## src/rtl/elevator_car_fsm.sv

```systemverilog
// Single-car elevator controller: owns car position, travel direction, door
// timing and collective up/down call servicing with capacity-aware skipping.
//
// Handshake: serve_up/serve_down/serve_car are one-cycle, one-hot "clear"
// strobes. Each is registered and asserted only on the first cycle of a door
// opening. The call owner drops the matching call bit in response. Call inputs
// are levels and are re-sampled every cycle, so a call raised at any time is
// never lost. The FSM state is visible on idle/moving/door_open, exactly one
// of which is high.
module elevator_car_fsm #(
  parameter  int NUM_FLOORS   = 7,
  parameter  int CAPACITY     = 2,
  parameter  int MOVE_CYCLES  = 4,
  parameter  int DWELL_CYCLES = 3,
  localparam int FW           = $clog2(NUM_FLOORS + 1),
  localparam int CW           = $clog2(CAPACITY + 1)
) (
  input  logic                  clk,
  input  logic                  rst_n,
  input  logic [NUM_FLOORS-1:0] up_call,
  input  logic [NUM_FLOORS-1:0] down_call,
  input  logic [NUM_FLOORS-1:0] car_call,
  input  logic [CW-1:0]         occupancy,
  output logic [FW-1:0]         curr_floor,
  output logic                  dir_up,
  output logic                  moving,
  output logic                  door_open,
  output logic                  idle,
  output logic [NUM_FLOORS-1:0] serve_up,
  output logic [NUM_FLOORS-1:0] serve_down,
  output logic [NUM_FLOORS-1:0] serve_car
);

  localparam int CNT_MAX = (MOVE_CYCLES > DWELL_CYCLES) ? MOVE_CYCLES : DWELL_CYCLES;
  localparam int CNTW    = $clog2(CNT_MAX + 1);
  localparam logic [CNTW-1:0] MOVE_LOAD  = CNTW'(MOVE_CYCLES - 1);
  localparam logic [CNTW-1:0] DWELL_LOAD = CNTW'(DWELL_CYCLES - 1);
  localparam logic [FW-1:0]   TOP        = FW'(NUM_FLOORS);
  localparam logic [FW-1:0]   BOTTOM     = FW'(1);
  localparam logic [CW-1:0]   CAP        = CW'(CAPACITY);

  typedef enum logic [1:0] {
    S_IDLE = 2'd0,
    S_MOVE = 2'd1,
    S_DOOR = 2'd2
  } state_t;

  state_t                state_q, state_d;
  logic [FW-1:0]         floor_q, floor_d;
  logic                  dir_q, dir_d;
  logic [CNTW-1:0]       cnt_q, cnt_d;
  logic [NUM_FLOORS-1:0] su_q, su_d, sd_q, sd_d, sc_q, sc_d;

  // Per-floor masks: the floor itself, floors strictly above, strictly below.
  function automatic logic [NUM_FLOORS-1:0] floor_mask(input logic [FW-1:0] f);
    logic [NUM_FLOORS-1:0] m;
    for (int i = 0; i < NUM_FLOORS; i++) m[i] = ((i + 1) == int'(f));
    return m;
  endfunction

  function automatic logic [NUM_FLOORS-1:0] above_mask(input logic [FW-1:0] f);
    logic [NUM_FLOORS-1:0] m;
    for (int i = 0; i < NUM_FLOORS; i++) m[i] = ((i + 1) > int'(f));
    return m;
  endfunction

  function automatic logic [NUM_FLOORS-1:0] below_mask(input logic [FW-1:0] f);
    logic [NUM_FLOORS-1:0] m;
    for (int i = 0; i < NUM_FLOORS; i++) m[i] = ((i + 1) < int'(f));
    return m;
  endfunction

  logic [NUM_FLOORS-1:0] any_call, here_m, next_m, rev_hall;
  logic [FW-1:0]         next_floor;
  logic                  full, ahead_here, behind_here, ahead_next, next_at_end;
  logic                  car_next, up_next, dn_next, match_next, opp_next;
  logic                  serve_match, serve_opp, stop_next;

  // Call geometry around the current floor and around the floor the car is
  // about to reach; the arrival stop decision is made on the new floor.
  always_comb begin
    any_call    = up_call | down_call | car_call;
    full        = (occupancy >= CAP) && (|car_call);
    here_m      = floor_mask(floor_q);
    ahead_here  = |(any_call & (dir_q ? above_mask(floor_q) : below_mask(floor_q)));
    behind_here = |(any_call & (dir_q ? below_mask(floor_q) : above_mask(floor_q)));
    if (dir_q) next_floor = (floor_q == TOP) ? floor_q : floor_q + FW'(1);
    else       next_floor = (floor_q == BOTTOM) ? floor_q : floor_q - FW'(1);
    next_at_end = dir_q ? (next_floor == TOP) : (next_floor == BOTTOM);
    next_m      = floor_mask(next_floor);
    ahead_next  = |(any_call & (dir_q ? above_mask(next_floor) : below_mask(next_floor)));
    car_next    = |(car_call & next_m);
    up_next     = |(up_call & next_m);
    dn_next     = |(down_call & next_m);
    match_next  = dir_q ? up_next : dn_next;
    opp_next    = dir_q ? dn_next : up_next;
    // A full car ignores hall calls. An opposite-direction hall call only
    // stops the car when nothing lies further ahead (it is the turnaround).
    serve_match = !full && match_next;
    serve_opp   = !full && !match_next && opp_next && !ahead_next;
    stop_next   = car_next || serve_match || serve_opp;
  end

  // Next-state, counter and serve-strobe logic.
  always_comb begin
    state_d  = state_q;
    floor_d  = floor_q;
    dir_d    = dir_q;
    cnt_d    = cnt_q;
    su_d     = '0;
    sd_d     = '0;
    sc_d     = '0;
    rev_hall = '0;
    case (state_q)
      S_IDLE: begin
        if (|(any_call & here_m)) begin
          state_d = S_DOOR;
          cnt_d   = DWELL_LOAD;
          dir_d   = |((up_call | car_call) & here_m);
          sc_d    = car_call & here_m;
          if (|((up_call | car_call) & here_m)) su_d = up_call & here_m;
          else                                  sd_d = down_call & here_m;
        end else if (|(any_call & above_mask(floor_q))) begin
          state_d = S_MOVE;
          cnt_d   = MOVE_LOAD;
          dir_d   = 1'b1;
        end else if (|(any_call & below_mask(floor_q))) begin
          state_d = S_MOVE;
          cnt_d   = MOVE_LOAD;
          dir_d   = 1'b0;
        end
      end
      S_MOVE: begin
        if (cnt_q != '0) begin
          cnt_d = cnt_q - CNTW'(1);
        end else begin
          floor_d = next_floor;
          if (stop_next) begin
            state_d = S_DOOR;
            cnt_d   = DWELL_LOAD;
            sc_d    = car_call & next_m;
            if ((dir_q && serve_match) || (!dir_q && serve_opp)) su_d = up_call & next_m;
            if ((!dir_q && serve_match) || (dir_q && serve_opp)) sd_d = down_call & next_m;
          end else if (next_at_end) begin
            // Nothing to do at the last floor (e.g. skipped hall call while
            // full): park and let IDLE re-evaluate.
            state_d = S_IDLE;
            cnt_d   = '0;
          end else begin
            cnt_d = MOVE_LOAD;
          end
        end
      end
      S_DOOR: begin
        if (cnt_q != '0) begin
          cnt_d = cnt_q - CNTW'(1);
        end else if (ahead_here) begin
          state_d = S_MOVE;
          cnt_d   = MOVE_LOAD;
        end else if (behind_here) begin
          dir_d    = !dir_q;
          rev_hall = (dir_q ? down_call : up_call) & here_m;
          if (|rev_hall) begin
            state_d = S_DOOR;
            cnt_d   = DWELL_LOAD;
            sc_d    = car_call & here_m;
            if (dir_q) sd_d = rev_hall;
            else       su_d = rev_hall;
          end else begin
            state_d = S_MOVE;
            cnt_d   = MOVE_LOAD;
          end
        end else begin
          state_d = S_IDLE;
          cnt_d   = '0;
        end
      end
      default: state_d = S_IDLE;
    endcase
  end

  // State register with synchronous active-low reset; reset parks the car at
  // floor 1 immediately, even mid-move.
  always_ff @(posedge clk) begin
    if (!rst_n) begin
      state_q <= S_IDLE;
      floor_q <= BOTTOM;
      dir_q   <= 1'b1;
      cnt_q   <= '0;
      su_q    <= '0;
      sd_q    <= '0;
      sc_q    <= '0;
    end else begin
      state_q <= state_d;
      floor_q <= floor_d;
      dir_q   <= dir_d;
      cnt_q   <= cnt_d;
      su_q    <= su_d;
      sd_q    <= sd_d;
      sc_q    <= sc_d;
    end
  end

  assign curr_floor = floor_q;
  assign dir_up     = dir_q;
  assign moving     = (state_q == S_MOVE);
  assign door_open  = (state_q == S_DOOR);
  assign idle       = (state_q == S_IDLE);
  assign serve_up   = su_q;
  assign serve_down = sd_q;
  assign serve_car  = sc_q;

endmodule
```

## config.mk

```make
export PLATFORM = sky130hd
export DESIGN_NAME = elevator_car_fsm
export DESIGN_NICKNAME = d
export VERILOG_FILES = /design/src/rtl/elevator_car_fsm.sv
export SDC_FILE = /design/constraint.sdc
export NUM_CORES = 1
export LEC_CHECK = 0
export ABC_CLOCK_PERIOD_IN_PS = 5200
export CORE_MARGIN = 4
export CORE_UTILIZATION = 50
export DETAILED_ROUTE_END_ITERATION = 7
export PLACE_DENSITY = 0.81
export RECOVER_POWER = 50
export SLEW_MARGIN = 20
export SYNTH_ARGS = -nofsm -noshare
export SYNTH_HDL_FRONTEND = slang
export SYNTH_SLANG_ARGS = --single-unit
```

## constraint.sdc

```tcl
create_clock -name clk -period 5.2 [get_ports clk]
set_input_delay 1.3 -clock clk [delete_from_list [all_inputs] [get_ports clk]]
set_output_delay 1.3 -clock clk [all_outputs]
set_load 0.005 [all_outputs]
```

=== Yosys cells after proc, flatten, opt, wreduce, memory -nomap -nowiden ===
Index checks and enable logic that the tools add are counted.
Widths: inputs -> output; s select.

* Reduce and logical (&&, ||, !) cells: 37
* Magnitude comparators: 27
* Equal/unequal tests: 26
* Multiplexer cells: 69
* Bitwise logic cells: 18
* Add/subtract/negate cells: 3

{| class="wikitable"
|+ Operator list
! cell !! count
|-
| $mux 7 || 31
|-
| $and 7x7->7 || 13
|-
| $reduce_or 7->1 || 12
|-
| $pmux 7 s3 || 3
|-
| $mux 3 || 10
|-
| $eq 3x3->1 const A || 8
|-
| $gt 3x3->1 const A || 8
|-
| $mux 2 || 12
|-
| $or 7x7->7 || 3
|-
| $lt 3x3->1 const A || 6
|-
| $eq 2x3->1 const A || 4
|-
| $gt 2x3->1 const A || 4
|-
| $lt 2x3->1 const A || 4
|-
| $mux 1 || 10
|-
| $logic_and 1x1->1 || 9
|-
| $pmux 3 s3 || 1
|-
| $and 7x6->7 || 1
|-
| $eq 1x3->1 const A || 2
|-
| $eq 3x1->1 const B || 2
|-
| $eq 3x3->1 const B || 2
|-
| $gt 1x3->1 const A || 2
|-
| $lt 1x3->1 const A || 2
|-
| $ne 2x2->1 const B || 3
|-
| $pmux 2 s3 || 1
|-
| other kinds (18) || 27
|}

* Register bits: 30
* Bits of input ports: 25
* Output and inout bits: 28

=== Depth between registers and ports, before layout ===
Gate-level depths: netlist of run 1.

* Word-level depth: 17
* Gate-level depth with buffers: 15
* Gate-level depth less buffers: 12

=== Least setup slack after synthesis of run 1 ===
Ideal clock, no wire load.

* Path kind: input-to-reg
* Start: input up_call[5]
* End: register sc_q[6], in the netlist serve_car[6]
* Arrival time: 3.456 ns
* Stages: 8
* Path slack: 1.628 ns
* Setup time: 0.115 ns
* Path buffers: 0
* Path through: or3_1 -> a21o_1 -> a221o_1 -> a221oi_1 -> nor4_1 -> nor3b_2 -> o22ai_1 -> and3_1

* Cells in the longest elaborated chain, start to end: 11
* Elaborated cells between the ends (all ways): 33
* Those cells by class: mux (11); bitwise (8); reduce/logical (14)

{| class="wikitable"
|+ RTL lines
! what !! line !! text
|-
| from (decl) || 20 || <nowiki>input logic [NUM_FLOORS-1:0] up_call,</nowiki>
|-
| $and 7x7->7 || 93 || <nowiki>up_next = |(up_call & next_m);</nowiki>
|-
| $reduce_or 7->1 || 93 ||
|-
| $mux 1 || 95 || <nowiki>match_next = dir_q ? up_next : dn_next;</nowiki>
|-
| $logic_not 1->1 || 100 || <nowiki>serve_opp = !full && !match_next && opp_next && !ahead_next;</nowiki>
|-
| $logic_and 1x1->1 (3 in a row) || 100 ||
|-
| $logic_or 1x1->1 || 101 || <nowiki>stop_next = car_next || serve_match || serve_opp;</nowiki>
|-
| $mux 7 || 138 || <nowiki>if (stop_next) begin</nowiki>
|-
| $mux 7 || 134 || <nowiki>if (cnt_q != '0) begin</nowiki>
|-
| $pmux 7 s3 (*) || 114 || <nowiki>case (state_q)</nowiki>
|-
| to (signal assigned) || 192 || <nowiki>sc_q <= '0;</nowiki>
|-
| to (signal assigned) || 200 || <nowiki>sc_q <= sc_d;</nowiki>
|-
| to (decl) || 52 || <nowiki>logic [NUM_FLOORS-1:0] su_q, su_d, sd_q, sd_d, sc_q, sc_d;</nowiki>
|}

Mark *: on every way between the ends. The rest lies on a longest branch, timed or not.
A chain may end at the register's enable or synchronous reset.

=== Worst setup path in the final report of run 1 ===
* Start: register floor_q[0], in the netlist curr_floor[0]
* End: register su_q[3], in the netlist serve_up[3]

* Cells in the longest elaborated chain, start to end: 17
* Elaborated cells between the ends (all ways): 93
* Those cells by class: add/sub (2); order compare (26); eq/ne (16); mux (19); bitwise (10); reduce/logical (20)

{| class="wikitable"
|+ RTL lines
! what !! line !! text
|-
| from (decl) || 49 || <nowiki>logic [FW-1:0] floor_q, floor_d;</nowiki>
|-
| from (signal assigned) || 195 || <nowiki>floor_q <= floor_d;</nowiki>
|-
| parallel branches: the longest is 16 deep, another holds $sub 3x1->3 || n/a ||
|-
| $pmux 7 s3 (*) || 114 ||
|-
| to (signal assigned) || 198 || <nowiki>su_q <= su_d;</nowiki>
|-
| to (decl) || 52 ||
|}

Mark *: on every way between the ends.

==> impl_summary.md, run 1 <==
Synthesis
The share of flip-flops with an asynchronous set or reset after synthesis is 0%. The flip-flop cell with the highest count after synthesis is dfxtp_1. The synthesized area divided by synthesized cell count is ~8.0 um^2. The count of flip-flops with a built-in enable after synthesis is 0. The count of yosys warnings during synthesis is 0. The portion of the post-synthesis area used by sequential elements is roughly a fifth. The number of different library cells used by synthesis comes to 74. The cell count after synthesis is approximately 360. In this run the cell area of the synthesized design comes to about 2900 um^2.

The synthesized net count is 396. In this run, synthesis produced a sequential element count of 30.

Drt
The count of nets left with antenna violations once routing finished came out at 0. The detailed-route wire length is around 9500 um. The first-pass iteration count of the detailed router is 6. The final route contains between 3,000 and 4,000 vias.

The detailed router finished its first iteration with 350 violations. The count of unresolved DRC violations after routing is 0. The via density per instance is 6.630. Dividing the detail-routed wire length by the instance count gives 19.78 um.

Global routing
The met3 layer usage reported by global route is under 10%. The largest net degree at the start of global routing is 22. The met2 capacity usage during global routing is ~42%. The first global-routing pass estimated ~15,000 um of wire. Global routing finished with a remaining overflow of 0.

The number of antenna violations at the first check in global routing was 0. Global routing used between 20% and 30% of the available tracks across all layers. The number of global-route vias before repair is about 3,000. The met1 track demand over resource is between 30% and 40%.

In this run the most used layer during global routing was met2.

Critical path
Among all stages on the critical path, the largest delay is contributed by a31oi_1. The worst setup path is captured at a flip-flop. The arrival time of data at the critical path endpoint is between 4 and 5 ns. The critical path goes through clkbuf_1 -> ha_1 -> nand3_2 -> a31oi_1 -> mux2i_1 -> nor3_2 -> nor2_1 -> or4_4 -> a21boi_4 -> o2111ai_4 -> o22a_1 -> nor2_1. At the worst endpoint, the required time is roughly 5.4 ns. The family of cells with the greatest summed delay on the critical path is compound AO/OA/AOI/OAI gates.

The worst setup path is launched from a flip-flop. The most prevalent standard cell on the critical path is nor2_1. The worst setup path is of the reg -> reg kind. The delay of the slowest cell on the worst path is between 0.8 and 0.9 ns. The largest fanout on the critical path is 15. The number of buffers and inverters on the critical path is 1.

STA
The number of max-slew violations in the final report came to 0. The post-route setup TNS is 0 ns. The actual transition at the worst max-transition pin is 0.9919 ns. The final setup skew is 0.01020 ns. The post-route clock period utilization is 85.56%. The final-report setup violation count is 0. The minimum clock period after layout is 4.449 ns.

Setup repair after global routing left no endpoint under its margin. The worst pin sits at a relative slew slack of between 30% and 40%. The count of endpoints failing hold in the final timing report is 0.

Based on the critical path, the design can be clocked at up to 224.8 MHz.

Placed design
Buffers placed on the I/O ports in this run total 51. The post-detailed-placement half-perimeter wirelength is approximately 7000 um. The final estimated routing congestion in global placement is just over 1.

Floorplanning
The number of cell rows is 27. The number of primary I/O pins is 53. Once the floorplan was initialized, standard cells occupied between 50% and 60% of the core.

The placeable core area is 5540 um^2. The die is 83.69 um tall. The die outline area is between 7000 and 8000 um^2.

The die boundary width is roughly 84 um.

Layout
The fraction of the core area covered by cells at the end of the flow is a little under two thirds. The number of filler cells placed in the layout is 483. The share of post-route cells with drive strength above 1 is approximately 11%.

The number of nets at the end of the flow is 445. The area growth from synthesis to layout is 22.63%. The final antenna diode count is 0.

Power
In this run the power density over the cells is between 500 and 600 nW/um^2. In this run the static leakage power is roughly 0.0014 uW. The worst vdd rail ir drop is between 0.0002 and 0.0003 V.

Clocking
The clock input transition at the sequential cells of the worst setup and hold paths is around 0.07 ns. The number of buffers created by CTS is 5. The number of resized instances in the post-cts repair step is 0. The insertion delay of the later-clocked pin in the worst-skew pair is between 0.2 and 0.3 ns. The number of buffers inserted to repair setup after CTS is 0. The maximum buffer depth of the clock tree is 2. The CTS root buffer is clkbuf_8. The hold-fix buffer count after cts is 0. The clock drives 30 sinks. The clock tree synthesis step divided the H-tree into 2 levels.

TritonCTS built the clock tree.

Job
The number of max-capacitance violations reported is 0.

Worst hold path
The classification of the worst-slack hold path is reg -> reg.

Outcome
The flow ran to the end, and the final reports show no timing, DRC or antenna violations.
-- routing by layer --
| metal | part of all wire [%] | wire length [um] |
|---|---|---|
| met5 | 0 | 0 |
| met4 | 2.6 | 250 |
| met3 | 9.5 | 900 |
| met2 | 45 | 4306 |
| met1 | 43 | 4058 |
-- worst paths after layout --
path                                                 start                 endpoint  slack (ns)  cells past startpoint
worst max-delay path            curr_floor[0]$_SDFFE_PN1P_   serve_up[3]$_SDFF_PN0_        0.75                     12
worst min register to register     state_q[0]$_SDFFE_PN0P_  state_q[0]$_SDFFE_PN0P_        0.50                      2
worst min-delay path               state_q[0]$_SDFFE_PN0P_  state_q[0]$_SDFFE_PN0P_        0.50                      2
worst max register to register  curr_floor[0]$_SDFFE_PN1P_   serve_up[3]$_SDFF_PN0_        0.75                     12
-- cells in the mapped netlist (5+ instances only) --
library cell | number | area (um^2)
o21ai_0 | 18 | 90.09
ha_1 | 12 | 150.1
buf_6 | 5 | 56.30
a21oi_1 | 11 | 55.05
inv_1 | 11 | 41.29
o22ai_1 | 22 | 137.6
nand3_1 | 7 | 35.03
and3_1 | 11 | 68.82
a221oi_1 | 5 | 43.79
nor2_1 | 24 | 90.09
nand2_1 | 35 | 131.4
nand2b_1 | 13 | 81.33
nor3_1 | 12 | 60.06
a31oi_1 | 6 | 37.54
and2_1 | 14 | 87.58
mux2i_1 | 13 | 130.1
dfxtp_1 | 30 | 600.6
clkbuf_1 | 9 | 33.78
-- area by class of cell --
| cell class | instances | area, um^2 | area share (%) |
|---|---|---|---|
| multi-input cells | 301 | 2108 | 60.03 |
| flip-flops and latches | 30 | 600.6 | 17.10 |
| well taps | 72 | 90.09 | 2.565 |
| repair buffers | 59 | 563.0 | 16.03 |
| clock inverters | 3 | 40.04 | 1.140 |
| clock buffers | 5 | 68.82 | 1.959 |
| inverters | 11 | 41.29 | 1.176 |
-- through the flow --
step | cells | instance area, um^2 | worst slack [ns] | hold slack, ns | power [uW]
CTS | 481 | 3528 | 1.017 | 0.5002 | 1761
detailed placement | 473 | 3420 | 0.7481 | 0.4929 | 1518
global route | 481 | 3512 | 0.3814 | 0.5416 | 1879
finish | 481 | 3512 | 0.7507 | 0.5044 | 1769
global placement | 473 | 3420 | 0.7601 | 0.4827 | 1500
floorplan | 359 | 2864 | 1.628 | 0.4677 | 1218
-- flip-flops by register name, summed over array words and instances, names as in the netlist --
name and cells:
cnt_q 3, state_q 2, serve_down 7, dir_up 1, serve_car 7, serve_up 7
curr_floor 3
-- kinds of logic (layout without fill, tap and decap cells) --
group / count (synthesis) / after routing / synth area share (%)
buffers and inverters: 28 / 78 / 5.111
muxes: 16 / 16 / 6.116
AOI/OAI and AO/OA: 124 / 124 / 33.33
and+or+nand+nor: 149 / 149 / 29.23
adders and majority gates: 12 / 12 / 5.242
DFF: 30 / 30 / 20.97
-- cells in the final DEF (no fill, tap or decap), drive strengths merged, types with 10 or more instances in the layout --
cell type,netlist,routed
dlygate4sd3,0,25
inv,11,11
ha,12,12
o22ai,22,22
nand3,10,10
a21oi,14,14
nand2,35,35
nor2,25,25
clkdlybuf4s50,0,26
and3,12,12
dfxtp,30,30
mux2i,13,13
nor3,15,15
o21ai,24,24
and2,14,14
nand2b,13,13
-- worst min-delay path: stages (launching register included) --
cell and delay [ns]:
dfxtp_1 0.34, nand2_1 0.07, mux2i_1 0.05
-- power breakdown --
group / internal [uW] / switching, uW / total, uW
clock network: 141 / 94.9 / 236
registers: 262 / 38.3 / 300
logic: 473 / 760 / 1230
total: 876 / 893 / 1770
No activity file was read; power rests on OpenSTA's default activity.
==> run 2, diff against run 1 <==
Settings changed: PLACE_DENSITY 0.81 to 0.86.
==> run 2 against run 1 <==
- global-route usage shrank 0.80 points
- highest routed layer unchanged
- fmax fell by 2.8%
- via count is 1.1% higher
- final area shrank 0.82%
- register-to-register slack got worse by 0.13 ns
- final cell count down 0.42%
- combinational power hardly changed
- wire length is 0.13% lower
- sequential share of layout area rose by 0.14 points
- worst hold slack worse by 0.0041 ns
==> impl_summary.md, run 2 (synthesis results as in run 1) <==
Clocking
Buffers inserted to repair hold after CTS numbered 0. The insertion delay of the later-clocked pin in the worst-skew pair is 0.29 ns. The number of H-tree levels is 2.

The TritonCTS sink count is 30. The TritonCTS clock tree is done. The clock input transition at the sequential cells of the worst setup and hold paths is 0.08 ns. The maximum buffer depth of the clock tree is 2.

Buffers inserted during clock tree synthesis total 5. The number of resized instances in the post-cts repair step is 0. The CTS root buffer is clkbuf_8. In this run the post-CTS setup repair buffer count came out at 0.

Global routing
The first-pass GRT wire length is roughly 15,000 um. The number of global-route vias before repair is between 2,000 and 3,000. For this run, the total global-route usage over all layers was measured as 25.82%. The largest net degree at the start of global routing is 21. The number of antenna violations at the first check in global routing is 0. The total global routing overflow is 0.

STA
The final setup skew is between 0.01 and 0.015 ns. Once routing completed, OpenROAD measured the worst setup slack at a little over 0.6 ns. The post-route setup TNS is 0 ns. At the pin with the least slew margin, the transition time is between 1 and 1.5 ns. The minimum clock period after layout is roughly 4.6 ns. On the final layout, the worst hold slack is ~0.5 ns. Setup repair after global routing left no endpoint under its margin. The final-report setup violation count is 0. After layout, the worst path uses a little under 90% of the clock period. The number of max-slew violations in the final report is 0. The highest clock rate is 218.4 MHz. The count of endpoints failing hold in the final timing report came to 0. In this run the tightest slew margin relative to its limit is 26.86%.

Critical path
STA classifies the critical path startpoint as a flip-flop. The type of destination of the critical path is a flip-flop. The length in cells of the worst reg-to-reg path is 12. Setup slack on the worst reg-to-reg path comes out at about 0.62 ns. The largest fanout on the critical path is 15.

The arrival time of data at the critical path endpoint is between 4 and 5 ns. Data on the critical path is required at its endpoint by roughly 5.4 ns. The startpoint of the worst register-to-register path is curr_floor[0]$_SDFFE_PN1P_. The type of the worst setup path is reg -> reg.

The worst flop-to-flop path endpoint is serve_down[0]$_SDFF_PN0_.

Floorplanning
The placeable core area is 5540 um^2. In this run the count of I/O pins placed on the die edge is 53. The die is ~84 um tall.

The number of cell rows is 27. The initial utilization of the core area, before any placement, comes to around 52%. The die covers roughly 7000 um^2.

The die is about 84 um wide.

Layout
0 antenna diodes ended up in the layout. The number of nets at the end of the flow is about 440. In the final layout, the share of cells above drive strength 1 is about 10%. The layout-stage area growth over the synthesis result is 21.63%. The library cells used most frequently in the layout, excluding fill and tap cells, are nand2_1 (35), dfxtp_1 (30), clkdlybuf4s50_1 (26). The most common library cell in the layout ignoring fill and taps is nand2_1.

Cells fill roughly 63% of the core in the end. The number of filler cells placed in the layout is around 520.

Drt
The via density per instance is between 6 and 7. Summing over every cut layer, the via total after detailed routing is 3,224. The first-pass iteration count of the detailed router is 5.

The first-iteration detailed-routing DRC count is ~510. The detailed-route wire length per cell is between 15 and 20 um. The antenna violation net count after detailed routing is 0. The count of unresolved DRC violations after routing is 0. The detailed-route wire length is around 9500 um.

Placed design
The pre-CTS worst setup slack is around 0.72 ns. The congestion estimate from routability-driven global placement came to between 0.9 and 1. The count of buffers added on input and output ports is between 50 and 60.

Detailed placement finished with a half-perimeter wire length of 7020 um.

Power
The leakage power total is 0.001382 uW. The power per cell area is 497.4 nW/um^2. The worst vdd rail ir drop is about 0.00034 V.

Outcome
The flow ran to the end, and the final reports show no timing, DRC or antenna violations.

Worst hold path
The startpoint of the most critical hold path is state_q[1]$_SDFFE_PN0P_. The worst hold path stage count is 2. The destination of the worst hold path is state_q[1]$_SDFFE_PN0P_.

In this run the worst hold path is classified as reg -> reg.

Job
The number of max-capacitance violations reported is 0.
==> run 2: cell count changes in the layout (fill, tap and decap cells not counted), sizes merged <==
| cell | change |
|---|---|
| clkinv | -1 |
| bufinv | -1 |
| buf | -1 |
| clkinvlp | +1 |
==> run 2: worst max-delay path: stages (launching register included) <==
cell	delay, ns
dfxtp_1	0.33
clkbuf_1	0.59
ha_1	0.60
nand3_2	0.15
a31oi_1	0.91
mux2i_1	0.24
nor3_2	0.19
nor2_1	0.12
or4_4	0.44
a21boi_4	0.30
o2111ai_4	0.23
o22ai_1	0.26
and2_1	0.14
==> run 2: worst max-delay path by stage <==
stage,from,to,slack [ns]
detailed placement,car_call[3],serve_up[3]$_SDFF_PN0_,0.72
CTS,car_call[3],serve_up[3]$_SDFF_PN0_,0.99
finish,curr_floor[0]$_SDFFE_PN1P_,serve_down[0]$_SDFF_PN0_,0.62
global route,curr_floor[0]$_SDFFE_PN1P_,serve_down[3]$_SDFF_PN0_,0.41
floorplan,up_call[5],serve_car[6]$_SDFF_PN0_,1.63
global placement,down_call[4],serve_car[6]$_SDFF_PN0_,0.74
==> run 2: cell type report <==
| cell class | count | area [um^2] | area share (%) |
|---|---|---|---|
| Clock inverter | 2 | 12.51 | 0.3592 |
| Timing Repair Buffer | 57 | 551.8 | 15.84 |
| Clock buffer | 6 | 82.58 | 2.371 |
| Inverter | 11 | 41.29 | 1.185 |
| Multi-Input combinational cell | 301 | 2105 | 60.42 |
| Tap cell | 72 | 90.09 | 2.586 |
| Sequential cell | 30 | 600.6 | 17.24 |
==> run 2: report_power, final <==
group / switching (uW) / internal (uW)
registers: 43.3 / 262
clock network: 96.5 / 106
logic: 753 / 472
total: 892 / 840
==> run 2: stage by stage <==
step | cells | power (uW) | instance area, um^2
after floorplan | 359 | 1218 | 2864
after global placement | 471 | 1511 | 3405
after detailed placement | 471 | 1512 | 3405
after CTS | 479 | 1715 | 3500
after global routing | 479 | 1838 | 3483
final | 479 | 1732 | 3483
==> run 2: routing by layer <==
layer | vias to the layer above | GRT usage [%] | routed length [um] | share of wire (%)
met5 | - | 0 | 0 | 0
met4 | 0 | 8.918 | 279 | 2.9
met3 | 33 | 5.232 | 1005 | 11
met2 | 231 | 41.87 | 4190 | 44
met1 | 1484 | 33.97 | 4028 | 42
li1 | 1476 | - | - | -
==> run 3, diff against run 2 <==
--- a/config.mk
+++ b/config.mk
@@ -10,5 +10,5 @@
 export CORE_UTILIZATION = 50
 export DETAILED_ROUTE_END_ITERATION = 7
-export PLACE_DENSITY = 0.86
+export PLACE_DENSITY = 0.77
 export RECOVER_POWER = 50
 export SLEW_MARGIN = 20
@@ -16,2 +16,3 @@
 export SYNTH_HDL_FRONTEND = slang
 export SYNTH_SLANG_ARGS = --single-unit
+export TNS_END_PERCENT = 1
==> constraint.sdc (replaced) <==
create_clock -name clk -period 5.2 [get_ports clk]
set_input_delay 1.3 -clock clk [delete_from_list [all_inputs] [get_ports clk]]
set_output_delay 1.3 -clock clk [all_outputs]
set_load 0.02 [all_outputs]
==> run 3 against run 2 <==
- sequential power decreased by 3%
- global-route usage up 1.5 points
- first-iteration DRC count is 34% lower
- critical endpoint is now serve_up[3]$_SDFF_PN0_
- via count is 0.28% higher
- fmax is 5.1% higher
- register-to-register slack better by 0.22 ns
- highest routed layer unchanged
- final cell count is 1.0% higher
- largest cell class unchanged
- non-clock buffer count increased by 4
- worst hold slack gained 0.018 ns
- combinational power grew 4%
- final area up 1.0%
- wire length rose by 0.84%
==> impl_summary.md, run 3 (synthesis results as in run 1) <==
Outcome
The run finished with clean final reports.

STA
The number of max-slew violations in the final report is 0. For the final database, setup skew stands at 0.01382 ns. Setup total negative slack on the finished layout was measured at 0 ns.

Setup violations remaining at the end of the flow were counted as 0. Setup repair after global routing left no endpoint under its margin. The count of endpoints failing hold in the final timing report was 0. Counting I/O delays and the setup requirement, the final critical path takes between 4 and 5 ns. At the pin with the least slew margin, the transition time is 1.147 ns. The highest clock rate is roughly 230 MHz. The worst path uses ~84% of the clock period. The tightest slew margin relative to the limit is between 20 and 25%.

Global routing
The most used routing layer in global routing is met2. The total global routing overflow is 0. The number of global-route vias before repair is roughly 3,000. The number of antenna violations at the first check in global routing is 1. The first global-routing pass estimated ~16,000 um of wire. Global routing used a little over a quarter of the available tracks across all layers. Entering global routing, the biggest net connects 33 pins. The met1 track demand over resource is between 30 and 40%. Global routing consumed, on the met2 layer, a little over two fifths of the routing resources.

Global routing consumed, on the met3 layer, about 5.6% of the routing resources.

Critical path
The largest single stage delay on the critical path is between 0.8 and 0.9 ns. Along the worst path, the maximum fanout reaches 13. The critical path goes through inv_1 -> ha_1 -> a21bo_2 -> a31oi_1 -> mux2i_1 -> nor3_2 -> nor2_1 -> or4_4 -> a21boi_4 -> o2111ai_4 -> o22a_1 -> nor2_1. STA classifies the critical path endpoint as a flip-flop. Data arrives at the worst endpoint at 4.57 ns. The most prevalent standard cell on the critical path is nor2_1.

The cell at the slowest stage of the critical path is a31oi_1. The worst path required time is around 5.4 ns. The kind of start point of the critical path is a flip-flop. By startpoint and endpoint, the worst setup path is classified as reg -> reg.

Floorplanning
For this design the top-level I/O count stands at between 50 and 60. The placeable core area is ~5500 um^2. Measured along the x axis, the die boundary spans 83.69 um. The die outline area is about 7000 um^2.

The die height is about 84 um. Once the floorplan was initialized, standard cells occupied between 50% and 60% of the core. The number of cell rows is 27.

Clocking
The insertion delay of the later-clocked pin in the worst-skew pair is between 0.2 and 0.3 ns. For this design, the CTS-stage hold fixing added 0 buffers. The clock net in this run drives a total of 30 sinks. The number of clock buffers added by TritonCTS is 5. The clock passes through at most 2 buffers. Clock-pin slew was measured on the worst setup and hold paths at around 0.08 ns.

TritonCTS built the clock tree. The number of H-tree levels is 2. The number of buffers inserted to repair setup after CTS is 0.

CTS placed an instance of clkbuf_8 at the clock tree root. After clock tree synthesis, the repair step resized 0 gates.

Drt
The first TritonRoute pass finished after 5 iterations. The detailed-route wire length is roughly 9600 um. The detail route stage leaves a number of antenna-violating nets equal to 0. Dividing the detail-routed wire length by the instance count gives about 20 um. The detailed router finished its first iteration with around 340 violations. The count of unresolved DRC violations after routing is 0. Dividing the detail-routed via count by the number of cells gives about 6.7. Across all layers, the routed design uses around 3,200 vias.

Layout
The library cells used most frequently in the layout, excluding fill and tap cells, are nand2_1 (35), dfxtp_1 (30), clkdlybuf4s50_1 (26). Relative to the synthesized area, the layout overhead comes to 22.89%. In the final design database the tool counted approximately 450 nets.

Cells with a size suffix above 1 make up roughly 11% of the layout. Registers take around 600 um^2. The total area of multi-input combinational cells is ~2100 um^2. The most common library cell in the layout ignoring fill and taps is nand2_1. The filler cells instantiated in the layout total a little over 500.

Placed design
After legalization and detailed placement, the total HPWL measured 7177 um. The final estimated routing congestion in global placement is 1.001. The number of buffers added on ports is 51.

Power
The leakage power total is between 0.001 and 0.0015 uW. The worst vdd rail ir drop is a little over 0.0004 V. The post-layout total power is 1769 uW. Dividing total power by cell area gives a power density of between 500 and 600 nW/um^2.

Job
The number of max-capacitance violations reported is 0.

Worst hold path
The tightest min-delay check is of the reg -> reg type.
run 3: cell count changes in the layout (fill, tap and decap cells not counted):
cell / before / now
buf_4: 5 / 10
diode_2: 0 / 1
clkbuf_1: 1 / 0
run 3: metrics by stage:
stage / hold WS (ns) / setup WS, ns / util (%) / instance area (um^2) / instances
final: 0.5180 / 0.8445 / 63.53 / 3520 / 484
after global routing: 0.5507 / 0.6219 / 63.53 / 3520 / 484
after CTS: 0.5130 / 1.049 / 63.71 / 3530 / 483
after detailed placement: 0.5068 / 0.7663 / 61.99 / 3435 / 475
after global placement: 0.4846 / 0.7917 / 61.99 / 3435 / 475
after floorplan: 0.4677 / 1.553 / - / 2864 / 359
run 3: final timing paths:
kind,slack (ns),to,cells after the start,from
max,0.84,serve_up[3]$_SDFF_PN0_,12,curr_floor[1]$_SDFFE_PN0P_
min,0.52,state_q[1]$_SDFFE_PN0P_,2,state_q[1]$_SDFFE_PN0P_
max reg2reg,0.84,serve_up[3]$_SDFF_PN0_,12,curr_floor[1]$_SDFFE_PN0P_
min reg2reg,0.52,state_q[1]$_SDFFE_PN0P_,2,state_q[1]$_SDFFE_PN0P_
run 3: final cells by class:
| type | instances | share of cell area, % |
|---|---|---|
| timing repair buffer | 61 | 16.64 |
| clock inverter | 2 | 0.3555 |
| clock buffer | 6 | 2.346 |
| antenna | 1 | 0.07110 |
| sequential | 30 | 17.06 |
| tap | 72 | 2.560 |
| inverter | 11 | 1.173 |
| multi-input combinational | 301 | 59.79 |
run 3: where the power goes:
| part | switching [uW] | internal [uW] | total [uW] |
|---|---|---|---|
| Combinational | 790 | 481 | 1270 |
| Clock | 97.0 | 106 | 203 |
| Sequential | 33.2 | 262 | 295 |
| Total | 920 | 849 | 1770 |
run 3: metal layers:
metal | wire [um] | part of all wire (%)
met5 | 0 | 0
met4 | 267 | 2.8
met3 | 865 | 9.0
met2 | 4153 | 43
met1 | 4297 | 45
run 3: critical path, delay by kind of cell (launching register included):
| kind | cells | cell delay (ns) |
|---|---|---|
| AOI/OAI and AO/OA | 5 | 1.93 |
| and+or+nand+nor | 4 | 0.88 |
| DFF | 1 | 0.65 |
| adders and majority gates | 1 | 0.41 |
| muxes | 1 | 0.23 |
| buffers and inverters | 1 | 0.18 |
